--- src/rtl/exp5_unidade_exibicao.sv ---
// Sequence presenter: walks the sequence ROM from address 0 to limite, showing each value on the LEDs.
// Optional pause input enabled by defining EXIBICAO_PAUSA_EN.
module exp5_unidade_exibicao #(
    parameter int DATA_W = 4,
    parameter int ADDR_W = 4,
    parameter int T_ON   = 1000,
    parameter int T_OFF  = 500
) (
    input  logic              clock,
    input  logic              reset,
    input  logic              iniciar,
    input  logic [ADDR_W-1:0] limite,
    input  logic [DATA_W-1:0] dado,
`ifdef EXIBICAO_PAUSA_EN
    input  logic              pausa,
`endif
    output logic [ADDR_W-1:0] endereco,
    output logic [DATA_W-1:0] leds,
    output logic              exibindo,
    output logic              pronto,
    output logic [3:0]        db_estado
);

    typedef enum logic [3:0] {
        INICIAL    = 4'h0,
        PREPARACAO = 4'h1,
        CARREGA    = 4'h2,
        MOSTRA     = 4'h3,
        APAGA      = 4'h4,
        PROXIMO    = 4'h5,
        FIM        = 4'hA
    } estado_t;

    estado_t           estado_q, estado_d;
    logic [ADDR_W-1:0] endereco_q, endereco_d;
    logic [ADDR_W-1:0] limite_q, limite_d;
    logic [15:0]       timer_q, timer_d;
    logic              congelado;

`ifdef EXIBICAO_PAUSA_EN
    assign congelado = pausa;
`else
    assign congelado = 1'b0;
`endif

    always_ff @(posedge clock) begin
        if (reset) begin
            estado_q   <= INICIAL;
            endereco_q <= '0;
            limite_q   <= '0;
            timer_q    <= '0;
        end else begin
            estado_q   <= estado_d;
            endereco_q <= endereco_d;
            limite_q   <= limite_d;
            timer_q    <= timer_d;
        end
    end

    always_comb begin
        estado_d   = estado_q;
        endereco_d = endereco_q;
        limite_d   = limite_q;
        timer_d    = 16'd0;
        case (estado_q)
            INICIAL: begin
                if (iniciar) estado_d = PREPARACAO;
            end
            PREPARACAO: begin
                endereco_d = '0;
                limite_d   = limite;
                estado_d   = CARREGA;
            end
            // Gives the synchronous ROM one cycle to present dado for the new address.
            CARREGA: estado_d = MOSTRA;
            MOSTRA: begin
                if (congelado) begin
                    timer_d = timer_q;
                end else if (timer_q == 16'(T_ON - 1)) begin
                    estado_d = APAGA;
                end else begin
                    timer_d = timer_q + 16'd1;
                end
            end
            APAGA: begin
                if (congelado) begin
                    timer_d = timer_q;
                end else if (timer_q == 16'(T_OFF - 1)) begin
                    // Finish is decided before incrementing, so a full-range run never wraps.
                    estado_d = (endereco_q == limite_q) ? FIM : PROXIMO;
                end else begin
                    timer_d = timer_q + 16'd1;
                end
            end
            PROXIMO: begin
                endereco_d = endereco_q + ADDR_W'(1);
                estado_d   = CARREGA;
            end
            FIM:     estado_d = INICIAL;
            default: estado_d = INICIAL;
        endcase
    end

    always_comb begin
        case (estado_q)
            INICIAL, PREPARACAO, CARREGA, MOSTRA, APAGA, PROXIMO, FIM: db_estado = estado_q;
            default: db_estado = 4'hF;
        endcase
    end

    assign endereco = endereco_q;
    assign leds     = (estado_q == MOSTRA) ? dado : '0;
    assign exibindo = (estado_q != INICIAL) && (estado_q != FIM);
    assign pronto   = (estado_q == FIM);

endmodule

--- config.mk ---
export PLATFORM = sky130hd
export DESIGN_NAME = exp5_unidade_exibicao
export DESIGN_NICKNAME = d
export VERILOG_FILES = /design/src/rtl/exp5_unidade_exibicao.sv
export SDC_FILE = /design/constraint.sdc
export NUM_CORES = 1
export LEC_CHECK = 0
export ABC_CLOCK_PERIOD_IN_PS = 3200
export BUFFER_PORTS_ARGS = -buffer_cell sky130_fd_sc_hd__buf_2
export CORE_MARGIN = 2
export CORE_UTILIZATION = 45
export CTS_CLUSTER_SIZE = 12
export DETAILED_ROUTE_END_ITERATION = 8
export PLACE_DENSITY = 0.66
export SLEW_MARGIN = 20
export SYNTH_ARGS = -nofsm -noshare
export SYNTH_HDL_FRONTEND = slang
export SYNTH_SLANG_ARGS = --single-unit
--- constraint.sdc ---
create_clock -name clock -period 3.2 [get_ports clock]
set_input_delay 0.16 -clock clock [delete_from_list [all_inputs] [get_ports clock]]
set_output_delay 0.16 -clock clock [all_outputs]
set_load 0.005 [all_outputs]
Yosys cells after proc, flatten, opt, wreduce, memory -nomap -nowiden

Index checks and enable logic that the tools add are counted.

Add/sub/neg operators: 2
Equal/unequal tests: 13
Muxes and demuxes: 11
Reductions and logical operators: 7

Operators with widths:

| cell                  | count |
|---|---|
| $mux 16               | 2 |
| $pmux 16 s2           | 1 |
| $mux 4                | 6 |
| $pmux 4 s5            | 1 |
| $add 16x1->16 const B | 1 |
| $eq 16x10->1 const B  | 1 |
| $eq 16x9->1 const B   | 1 |
| $eq 4x2->1 const B    | 2 |
| $eq 4x3->1 const B    | 2 |
| $pmux 4 s2            | 1 |
| $reduce_or 7->1       | 1 |
| $ne 2x2->1 const B    | 3 |
| $add 4x1->4 const B   | 1 |
| $eq 4x1->1 const B    | 1 |
| $eq 4x4->1            | 1 |
| $eq 4x4->1 const B    | 1 |
| $logic_not 4->1       | 1 |
| $ne 4x4->1 const B    | 1 |
| $reduce_bool 4->1     | 1 |
| $reduce_and 3->1      | 1 |
| $reduce_bool 2->1     | 1 |
| $reduce_or 2->1       | 1 |
| $logic_and 1x1->1     | 1 |

Bits in registers: 28
Input port bits: 11
Output and inout bits: 14
Logic and storage cells: 37

Logic depth before layout (Yosys ltp)

Gate-level depths: netlist of run 1.

Word-level depth: 4
Depth in mapped cells: 9
Mapped depth without buffers: 6

Worst setup path after synthesis of run 1

OpenSTA, ideal clock, no wires.

Path type: flip-flop to flip-flop
Start point: reg timer_q[0]
End point: reg timer_q[12]
Library setup time: 0.064 ns
Arrival: 1.674 ns
Required time: 3.136 ns
Setup slack: 1.462 ns
Cell stages (with the launch flop): 9
Buffers on the path: 2
Period minus slack after synthesis: 1.738 ns
Cell sequence: dfxtp_1 -> ha_1 -> and3b_2 -> nand4_1 -> a22oi_2 -> or3_1 -> buf_6 -> buf_8 -> nor2_1

Word-level cells in the longest chain between the ends: 3
Elaborated cells on any way between the ends: 6
Those cells by class: add/sub: 1; eq/ne: 2; mux: 3

RTL lines:

| what                                        | RTL line | text |
|---|---|---|
| from (decl)                                 | 37       | `logic [15:0] timer_q, timer_d;` |
| from (signal assigned)                      | 56       | `timer_q <= timer_d;` |
| $add 16x1->16, or another cell as far along | 82, 92   |  |
| $mux 16, on equally long branches           | 88, 79   |  |
| $pmux 16 s2 (*)                             | 65       | `case (estado_q)` |

Every way passes the cells marked *; elsewhere a longest branch is shown, timed or not.
A chain may end at the register's enable or synchronous reset.

Worst setup path after layout of run 1

Start point: reg timer_q[5]
End point: reg timer_q[6]

Same word-level chain as after synthesis.

==> results.toml, run 1 <==
[layout]
diodes = 0
fin_nets = 209
drive_gt1_share_pct = 24.10
nFillCells = 318
area_delta_synth_final_pct = 9.023

[die]
die-height_um = 61.96
die_w_um = 61.96
row_count = 21
die_area_mm2 = 0.003838
start_util_pct = 46.02
io_pins = 25
coreArea_mm2 = 0.003284

[cts]
clkTransAtPathRegs_ps = 150
clk_latency_ps = 320
ctsLongestPathBuffers = 2
tritoncts = "yes"
numCtsBuffers = 3
cts_root_buffer = "clkbuf_4"
clock_sinks = 28
cts-resized-gates = 0
post-cts-setup-buffers = 0
hold_buffers = 0
htreeDepth = 1

[routing]
drt_iter0_drc = 101
vias = 1254
wirelength_mm = 2.909
dr.pass1.iters = 4
via_per_inst = 5.203
wire_per_inst_um = 12.07
post-route-drc-count = 0
drt.antenna.violating_nets = 0

[grt]
grt_pass1_wl_mm = 4.485
grt_pass1_vias = 1043
grt_usage_pct = 15.63
antenna_found_initial = 0
grt_max_degree = 20
grt-ovfl-total = 0

[timing]
post-route-min-period_ps = 2245
setup_viol = 0
postLayoutSetupSlackWorst_ps = 955.2
relSlewSlack_pct = 61.99
fin_crit_sh_pct = 70.15
fin_worst_skew_ps = 3.734
drv_slew = 0
tns_ps = 0
timing.fmax_mhz = 445.5
worst_slew_pin_slew_ps = 569.3
rsz0062_at_grt = "no"
hold_viol = 0

[hold_path]
hold_class = "in2reg"

[synth]
syn_area_mm2 = 0.001511
synth_cell_types = 46
ys_ff_latch = 28
synthArstFlopShare_pct = 0
yosys_most_used_dff = "dfxtp_1"
syn_nets = 190
ys_seq_area_share_pct = 37.09
synth_edf_count = 0
avgSynthCellArea_um2 = 8.539
synth_warnings = 0
netlist_instances = 177

[place]
place_hpwl_mm = 2.151
routabilityCongestion = 0.8789
dpl_worst_slack_ps = 1009
portBuffers = 24

[pwr]
power_density_mw_per_mm2 = 520.4
p_comb_share_pct = 30.7
p_leak_uw = 0.0006446
intPower_uw = 565.9
clkPwrFrac_pct = 19.9
p_seq_share_pct = 49.4
ir_worst_vdd_uv = 226.6
sw_frac_of_total_pct = 34.00
finalPower_uw = 857.5
switching_power_uw = 291.5

[setup_path]
ff2ff_setup_slack_ps = 960
critPathLaunchType = "register"
worstSetupPathType = "reg2reg"
worstPathRequired_ps = 3440
end_kind = "register"
arrival_ps = 2480
cp_max_fo = 16

[flow_run]
drv_cap = 0

[status]
status = "completed"
==> Yosys cell counts, types with 2 or more instances <==
cell | n | share of area, %
dfxtp_1 | 28 | 37
nor2_1 | 23 | 5.7
nand2_1 | 20 | 5.0
a21oi_1 | 10 | 3.3
xnor2_1 | 10 | 5.8
o21ai_0 | 9 | 3.0
xor2_1 | 8 | 4.6
nand3_1 | 6 | 2.0
nand4_1 | 6 | 2.5
and4_1 | 5 | 2.9
and2_2 | 4 | 2.0
inv_1 | 4 | 0.99
buf_6 | 3 | 2.2
clkbuf_1 | 3 | 0.74
nor3_1 | 3 | 0.99
and4bb_2 | 2 | 1.7
clkbuf_2 | 2 | 0.66
ha_1 | 2 | 1.7
nor2b_1 | 2 | 0.83
==> cells by family (layout without fill, tap and decap cells) <==
kind of cell             count (synthesis)  count (layout)  synth area share (%)
AO/OA/AOI/OAI                           26              26                 10.51
XOR/XNOR                                18              18                 10.43
multiplexers                             1               1                0.7450
adder cells (fa/ha/maj)                  2               2                 1.655
AND/OR/NAND/NOR                         87              87                 33.20
flip-flops                              28              28                 37.09
buffers and inverters                   15              33                 6.373
==> flip-flops by register name (all words and copies together) (netlist names) <==
signal	cells
timer_q	16
endereco	4
estado_q	4
limite_q	4
==> critical path, cell delays in order, from the launching register on <==
cell and delay (ps):
dfxtp_1 480, nor4b_1 440, nand4_1 210, a22oi_2 280, or3_1 470, and2b_2 270
==> cell type report <==
type / count / area (µm²) / share of cell area, %
Timing Repair Buffer: 24 / 120.1 / 7.289
Sequential cell: 28 / 560.5 / 34.02
Inverter: 5 / 18.77 / 1.139
Clock buffer: 4 / 36.28 / 2.202
Tap cell: 46 / 57.56 / 3.493
Multi-Input combinational cell: 134 / 854.6 / 51.86
==> power by group through the flow <==
stage	registers [µW]	logic, µW	clock network [µW]
after floorplan	403	228	0
after global placement	427	257	0
after detailed placement	430	261	0
after CTS	422	263	178
after global routing	427	296	190
final	423	263	171
==> path summary, 6_finish.rpt <==
path / cells after the start / to / start
setup reg to reg: 5 / timer_q[6] / timer_q[5]
hold reg to reg: 1 / timer_q[0] / timer_q[0]
hold / removal: 3 / limite_q[1] / limite[1]
setup / recovery: 5 / timer_q[6] / timer_q[5]
==> layout by cell type (no fill, tap or decap), types with 2 or more instances in the layout <==
| master | synthesis | layout |
|---|---|---|
| dfxtp_1 | 28 | 28 |
| buf_2 | 0 | 24 |
| nor2_1 | 23 | 23 |
| nand2_1 | 20 | 20 |
| a21oi_1 | 10 | 10 |
| xnor2_1 | 10 | 10 |
| o21ai_0 | 9 | 9 |
| xor2_1 | 8 | 8 |
| nand4_1 | 6 | 6 |
| nand3_1 | 6 | 6 |
| and4_1 | 5 | 5 |
| inv_1 | 4 | 4 |
| and2_2 | 4 | 4 |
| nor3_1 | 3 | 3 |
| clkbuf_4 | 0 | 3 |
| and4bb_2 | 2 | 2 |
| nor2b_1 | 2 | 2 |
| ha_1 | 2 | 2 |
==> metal layers <==
layer | share of wire (%) | track usage, %
met1 | 48 | 22.46
met2 | 45 | 23.21
met3 | 6.1 | 1.863
met4 | 0.65 | 7.295
met5 | 0 | 0
==> per-stage QoR <==
stage                     util [%]  cell area (µm²)  std cells  hold WS, ps
after floorplan                  -             1511        177        296.0
after global placement       49.07             1612        237        411.8
after detailed placement     49.07             1612        237        409.6
after CTS                    50.17             1648        241        46.97
after global routing         50.17             1648        241        47.22
final                        50.17             1648        241        56.00
(Power assumes the default switching activity.)
==> inputs of run 2 (changes only) <==
--- a/config.mk
+++ b/config.mk
@@ -5,7 +5,8 @@
 export SDC_FILE = /design/constraint.sdc
 export NUM_CORES = 1
 export LEC_CHECK = 0
-export ABC_CLOCK_PERIOD_IN_PS = 3200
+export ABC_AREA = 1
+export ABC_CLOCK_PERIOD_IN_PS = 2100
 export BUFFER_PORTS_ARGS = -buffer_cell sky130_fd_sc_hd__buf_2
 export CORE_MARGIN = 2
 export CORE_UTILIZATION = 45
==> constraint.sdc (replaced) <==
create_clock -name clock -period 2.1 [get_ports clock]
set_input_delay 0.105 -clock clock [delete_from_list [all_inputs] [get_ports clock]]
set_output_delay 0.105 -clock clock [all_outputs]
set_load 0.005 [all_outputs]
==> results.toml, run 2 <==
[timing]
worst_slew_pin_slew_ps = 497.9
fin_crit_sh_pct = 81.69
hold_viol = 0
fin_worst_skew_ps = 8.777
setup_viol = 0
post-route-min-period_ps = 1715
timing.fmax_mhz = 583.0
drv_slew = 0
relSlewSlack_pct = 66.65
rsz0062_at_grt = "no"
tns_ps = 0

[synth]
syn_area_mm2 = 0.001550
avgSynthCellArea_um2 = 7.177
netlist_instances = 216
synth_warnings = 0
synth_area_leaders = "dfxtp_1, nor2_1, nand2_1"
ys_seq_area_share_pct = 36.16
synth_top_area_share_pct = 36.16
yosys_most_used_dff = "dfxtp_1"
synth_edf_count = 0
syn_nets = 229
synth_area_leader_cell = "dfxtp_1"
yosysMostFrequentCell = "nor2_1"
ys_ff_latch = 28
synth_cell_types = 25
synthArstFlopShare_pct = 0
yosys-top-cells-count = "nor2_1, nand2_1, dfxtp_1"

[pwr]
p_leak_uw = 0.0007896
power_density_mw_per_mm2 = 883.1
ir_worst_vdd_uv = 557.9

[setup_path]
worstSetupPathType = "reg2reg"
cp_max_fo = 9
end_kind = "register"
ff2ff_setup_slack_ps = 380
arrival_ps = 1950
worstPathRequired_ps = 2330
critPathLaunchType = "register"

[grt]
grt-ovfl-total = 0
grt_usage_pct = 16.09
grt_pass1_wl_mm = 5.181
grt_max_degree = 17
grt_use_met1_pct = 22.80
grt_util_met3_pct = 2.883
grt-busiest-layer = "met2"
use_met2_pct = 25.00
antenna_found_initial = 0
grt_pass1_vias = 1207

[routing]
wire_per_inst_um = 9.748
wirelength_mm = 2.827
via_per_inst = 4.462
drt.antenna.violating_nets = 0
post-route-drc-count = 0
dr.pass1.iters = 4
vias = 1294
drt_iter0_drc = 49

[die]
row_count = 21
start_util_pct = 46.83
die_area_mm2 = 0.003931
coreArea_mm2 = 0.003311
io_pins = 25
die-height_um = 62.70
die_w_um = 62.70

[layout]
area_delta_synth_final_pct = 15.17
diodes = 0
final_common_cell = "nor2_1"
largest-register = "timer_q"
fin_area_mm2 = 0.001785
fin_nets = 258
drive_gt1_share_pct = 19.67
largest_register_ff_count = 16
final_cell_mix = "nor2_1, nand2_1, dfxtp_1"

[cts]
ctsLongestPathBuffers = 2
cts_root_buffer = "clkbuf_4"
clock_sinks = 28
clkTransAtPathRegs_ps = 160
numCtsBuffers = 3
clk_latency_ps = 330
htreeDepth = 1
post-cts-setup-buffers = 0
tritoncts = "yes"

[place]
dpl-instance-area_mm2 = 0.001723
place_hpwl_mm = 2.208
portBuffers = 24
routabilityCongestion = 0.8156

[status]
status = "completed"

[flow_run]
drv_cap = 0

[hold_path]
hold_class = "in2reg"
## run 2: changes by cell type after synthesis, moves of 5 or more
cell | before | now
nand2_1 | 20 | 46
nor2_1 | 23 | 48
inv_1 | 4 | 25
nor2_4 | 1 | 10
a21oi_1 | 10 | 2
and4_1 | 5 | 0
nand3_1 | 6 | 11
## run 2: cell type report
| type | count | area, µm² |
|---|---|---|
| Inverter | 27 | 101.3 |
| Timing Repair Buffer | 26 | 150.1 |
| Fill cell | 348 | 1525 |
| Sequential cell | 28 | 560.5 |
| Clock buffer | 3 | 22.52 |
| Tap cell | 46 | 57.56 |
| Clock inverter | 1 | 30.03 |
| Multi-Input combinational cell | 159 | 863.3 |
## run 2: critical path: stages, from the launching register on
cell,delay (ps)
dfxtp_1,430
ha_1,190
nand2_1,80
inv_1,70
nand2_1,50
nor2_1,110
nand2_1,80
nand2_2,70
nand2_2,70
o211ai_4,210
buf_12,220
nor2_1,50
## run 2: per-stage QoR
stage / instances / setup WS (ps) / hold WS, ps / power, µW / util, %
2_1_floorplan: 216 / 599.4 / 174.1 / 1079 / -
3_3_place_gp: 285 / 429.5 / 298.7 / 1224 / 52.04
3_5_place_dp: 285 / 411.1 / 304.2 / 1231 / 52.04
4_1_cts: 290 / 379.1 / 3.729 / 1596 / 53.93
5_1_grt: 290 / 241.2 / 27.53 / 1715 / 53.93
6_report: 290 / 384.6 / 13.77 / 1577 / 53.93
## run 2: path summary, 6_finish.rpt
path                  to       start  cells after the start
max           timer_q[7]  timer_q[0]                     11
min          limite_q[0]   limite[0]                      3
max reg2reg   timer_q[7]  timer_q[0]                     11
min reg2reg   timer_q[0]  timer_q[0]                      1
## run 2: metal layers
layer	routed length (µm)	vias up
met5	0	-
met4	18	0
met3	79	2
met2	1170	17
met1	1559	553
li1	-	722
## run 2: timing repair
action,in CTS,in global routing
hold buffers,1,0
endpoints found under the setup margin,0,0
endpoints found under the hold margin,2,0
resized for setup,0,0
## run 2: cell families (layout without fill, tap and decap cells)
family	after synthesis	in the layout	synth area share, %
XOR/XNOR	15	15	8.475
flip-flops	28	28	36.16
AO/OA/AOI/OAI	13	13	5.650
AND/OR/NAND/NOR	129	129	39.95
buffers and inverters	29	57	8.152
adder cells (fa/ha/maj)	2	2	1.614
## run 2: power by group
| part | switching (µW) | internal [µW] |
|---|---|---|
| Sequential | 79.3 | 592 |
| Combinational | 342 | 209 |
| Clock | 162 | 193 |
==> inputs of run 3 (changes only) <==
--- a/config.mk
+++ b/config.mk
@@ -5,14 +5,14 @@
 export SDC_FILE = /design/constraint.sdc
 export NUM_CORES = 1
 export LEC_CHECK = 0
-export ABC_AREA = 1
-export ABC_CLOCK_PERIOD_IN_PS = 2100
+export ABC_AREA = 0
+export ABC_CLOCK_PERIOD_IN_PS = 1500
 export BUFFER_PORTS_ARGS = -buffer_cell sky130_fd_sc_hd__buf_2
 export CORE_MARGIN = 2
 export CORE_UTILIZATION = 45
 export CTS_CLUSTER_SIZE = 12
 export DETAILED_ROUTE_END_ITERATION = 8
-export PLACE_DENSITY = 0.66
+export PLACE_DENSITY = 0.69
 export SLEW_MARGIN = 20
 export SYNTH_ARGS = -nofsm -noshare
 export SYNTH_HDL_FRONTEND = slang
==> constraint.sdc (replaced) <==
create_clock -name clock -period 1.5 [get_ports clock]
set_input_delay 0.075 -clock clock [delete_from_list [all_inputs] [get_ports clock]]
set_output_delay 0.075 -clock clock [all_outputs]
set_load 0.005 [all_outputs]
==> results.toml, run 3 (synthesized netlist as in run 1, its figures left out) <==
[die]
row_count = 21
io_pins = 25
die-height_um = 61.96
die_area_mm2 = 0.003838
coreArea_mm2 = 0.003284
start_util_pct = 46.02
die_w_um = 61.96

[setup_path]
arrival_ps = 2000
worstPathRequired_ps = 1760
worstSetupPathType = "reg2reg"
crit_path_start = "timer_q[15]"
regToRegStartpoint = "timer_q[15]"
end_kind = "register"
critPathLaunchType = "register"
cp_max_fo = 3

[timing]
rsz0062_at_grt = "yes"
fin_crit_sh_pct = 115.9
fin_worst_skew_ps = 3.676
timing.fmax_mhz = 575.5
postLayoutSetupSlackWorst_ps = -237.8
setup_viol = 26
tns_ps = -3965
relSlewSlack_pct = 75.80
post-route-min-period_ps = 1738
worst_slew_pin_slew_ps = 362.4
drv_slew = 0
hold_viol = 0

[cts]
tritoncts = "yes"
cts_root_buffer = "clkbuf_4"
ctsLongestPathBuffers = 2
numCtsBuffers = 3
clock_sinks = 28
clk_latency_ps = 350
htreeDepth = 1
clkTransAtPathRegs_ps = 160

[flow_run]
drv_cap = 0

[routing]
post-route-drc-count = 0
dr.pass1.iters = 4
wirelength_mm = 4.312
wire_per_inst_um = 14.52
vias = 1543
via_per_inst = 5.195
drt_iter0_drc = 71
drt.antenna.violating_nets = 0

[grt]
grt_max_degree = 17
grt_pass1_wl_mm = 6.361
grt_usage_pct = 22.61
antenna_found_initial = 0
grt_pass1_vias = 1439
grt-ovfl-total = 0

[status]
violations = "setup timing"
status = "finished with violations"

[pwr]
p_leak_uw = 0.0009639
ir_worst_vdd_uv = 382.5
power_density_mw_per_mm2 = 1055

[place]
dpl_worst_slack_ps = -302.0
routabilityCongestion = 0.8312
portBuffers = 24
place_hpwl_mm = 2.672

[layout]
fin_nets = 265
fin_util_pct = 70.90
area_delta_synth_final_pct = 54.06
final_common_cell = "buf_4"
final_cell_mix = "buf_4, buf_2, dfxtp_1"
diodes = 0
largest_register_ff_count = 16
largest-register = "timer_q"
drive_gt1_share_pct = 53.39

[hold_path]
hold_start = "reset"
hold_class = "in2reg"
-- run 3: final timing paths --
kind	cells after the start	slack (ps)	to
setup / recovery	6	-240	estado_q[2]
hold / removal	2	80	endereco[0]
setup reg to reg	6	-240	estado_q[2]
hold reg to reg	2	510	limite_q[3]
-- run 3: per-layer routing --
metal	track usage [%]	share of wire, %	vias to the layer above	wire length, µm
li1	-	-	762	-
met1	26.71	44	740	1889
met2	39.88	51	34	2204
met3	3.520	3.2	7	137
met4	10.33	1.9	0	82
met5	0	0	-	0
-- run 3: report_power, final --
group / internal (µW) / leakage [µW] / switching [µW]
Sequential: 814 / 0.000231 / 56.8
Clock: 149 / 0.0000210 / 244
Combinational: 637 / 0.000712 / 556
Total: 1600 / 0.000964 / 857
-- run 3: what timing repair did --
item / 4_1_cts / 5_1_grt
setup endpoints to repair: 27 / 30
setup buffers: 15 / 5
gates resized for setup: 42 / 21
hold buffers: 4 / 0
endpoints found under the hold margin: 4 / 0
pin swaps: 21 / 6
-- run 3: through the flow --
step	area (µm²)	std cells	hold WS (ps)	total power [µW]
after global placement	1908	274	317.2	1690
after detailed placement	1908	274	325.6	1724
after CTS	2236	293	60.07	2355
final	2328	297	84.14	2457
after global routing	2328	297	73.88	2596
after floorplan	1534	177	211.0	1373
-- run 3: critical path, stage by stage (launching register included) --
cell     delay (ps)
dfxtp_2         370
nor4_4          320
nand4_1         190
a22oi_2         230
buf_4           170
o31ai_4          90
mux2_2          270
-- run 3: layout make-up --
class,count,area [µm²]
sequential,28,576.8
multi-input combinational,134,1015
inverter,5,21.27
timing repair buffer,80,621.8
clock buffer,4,36.28
tap,46,57.56
fill,242,955.9
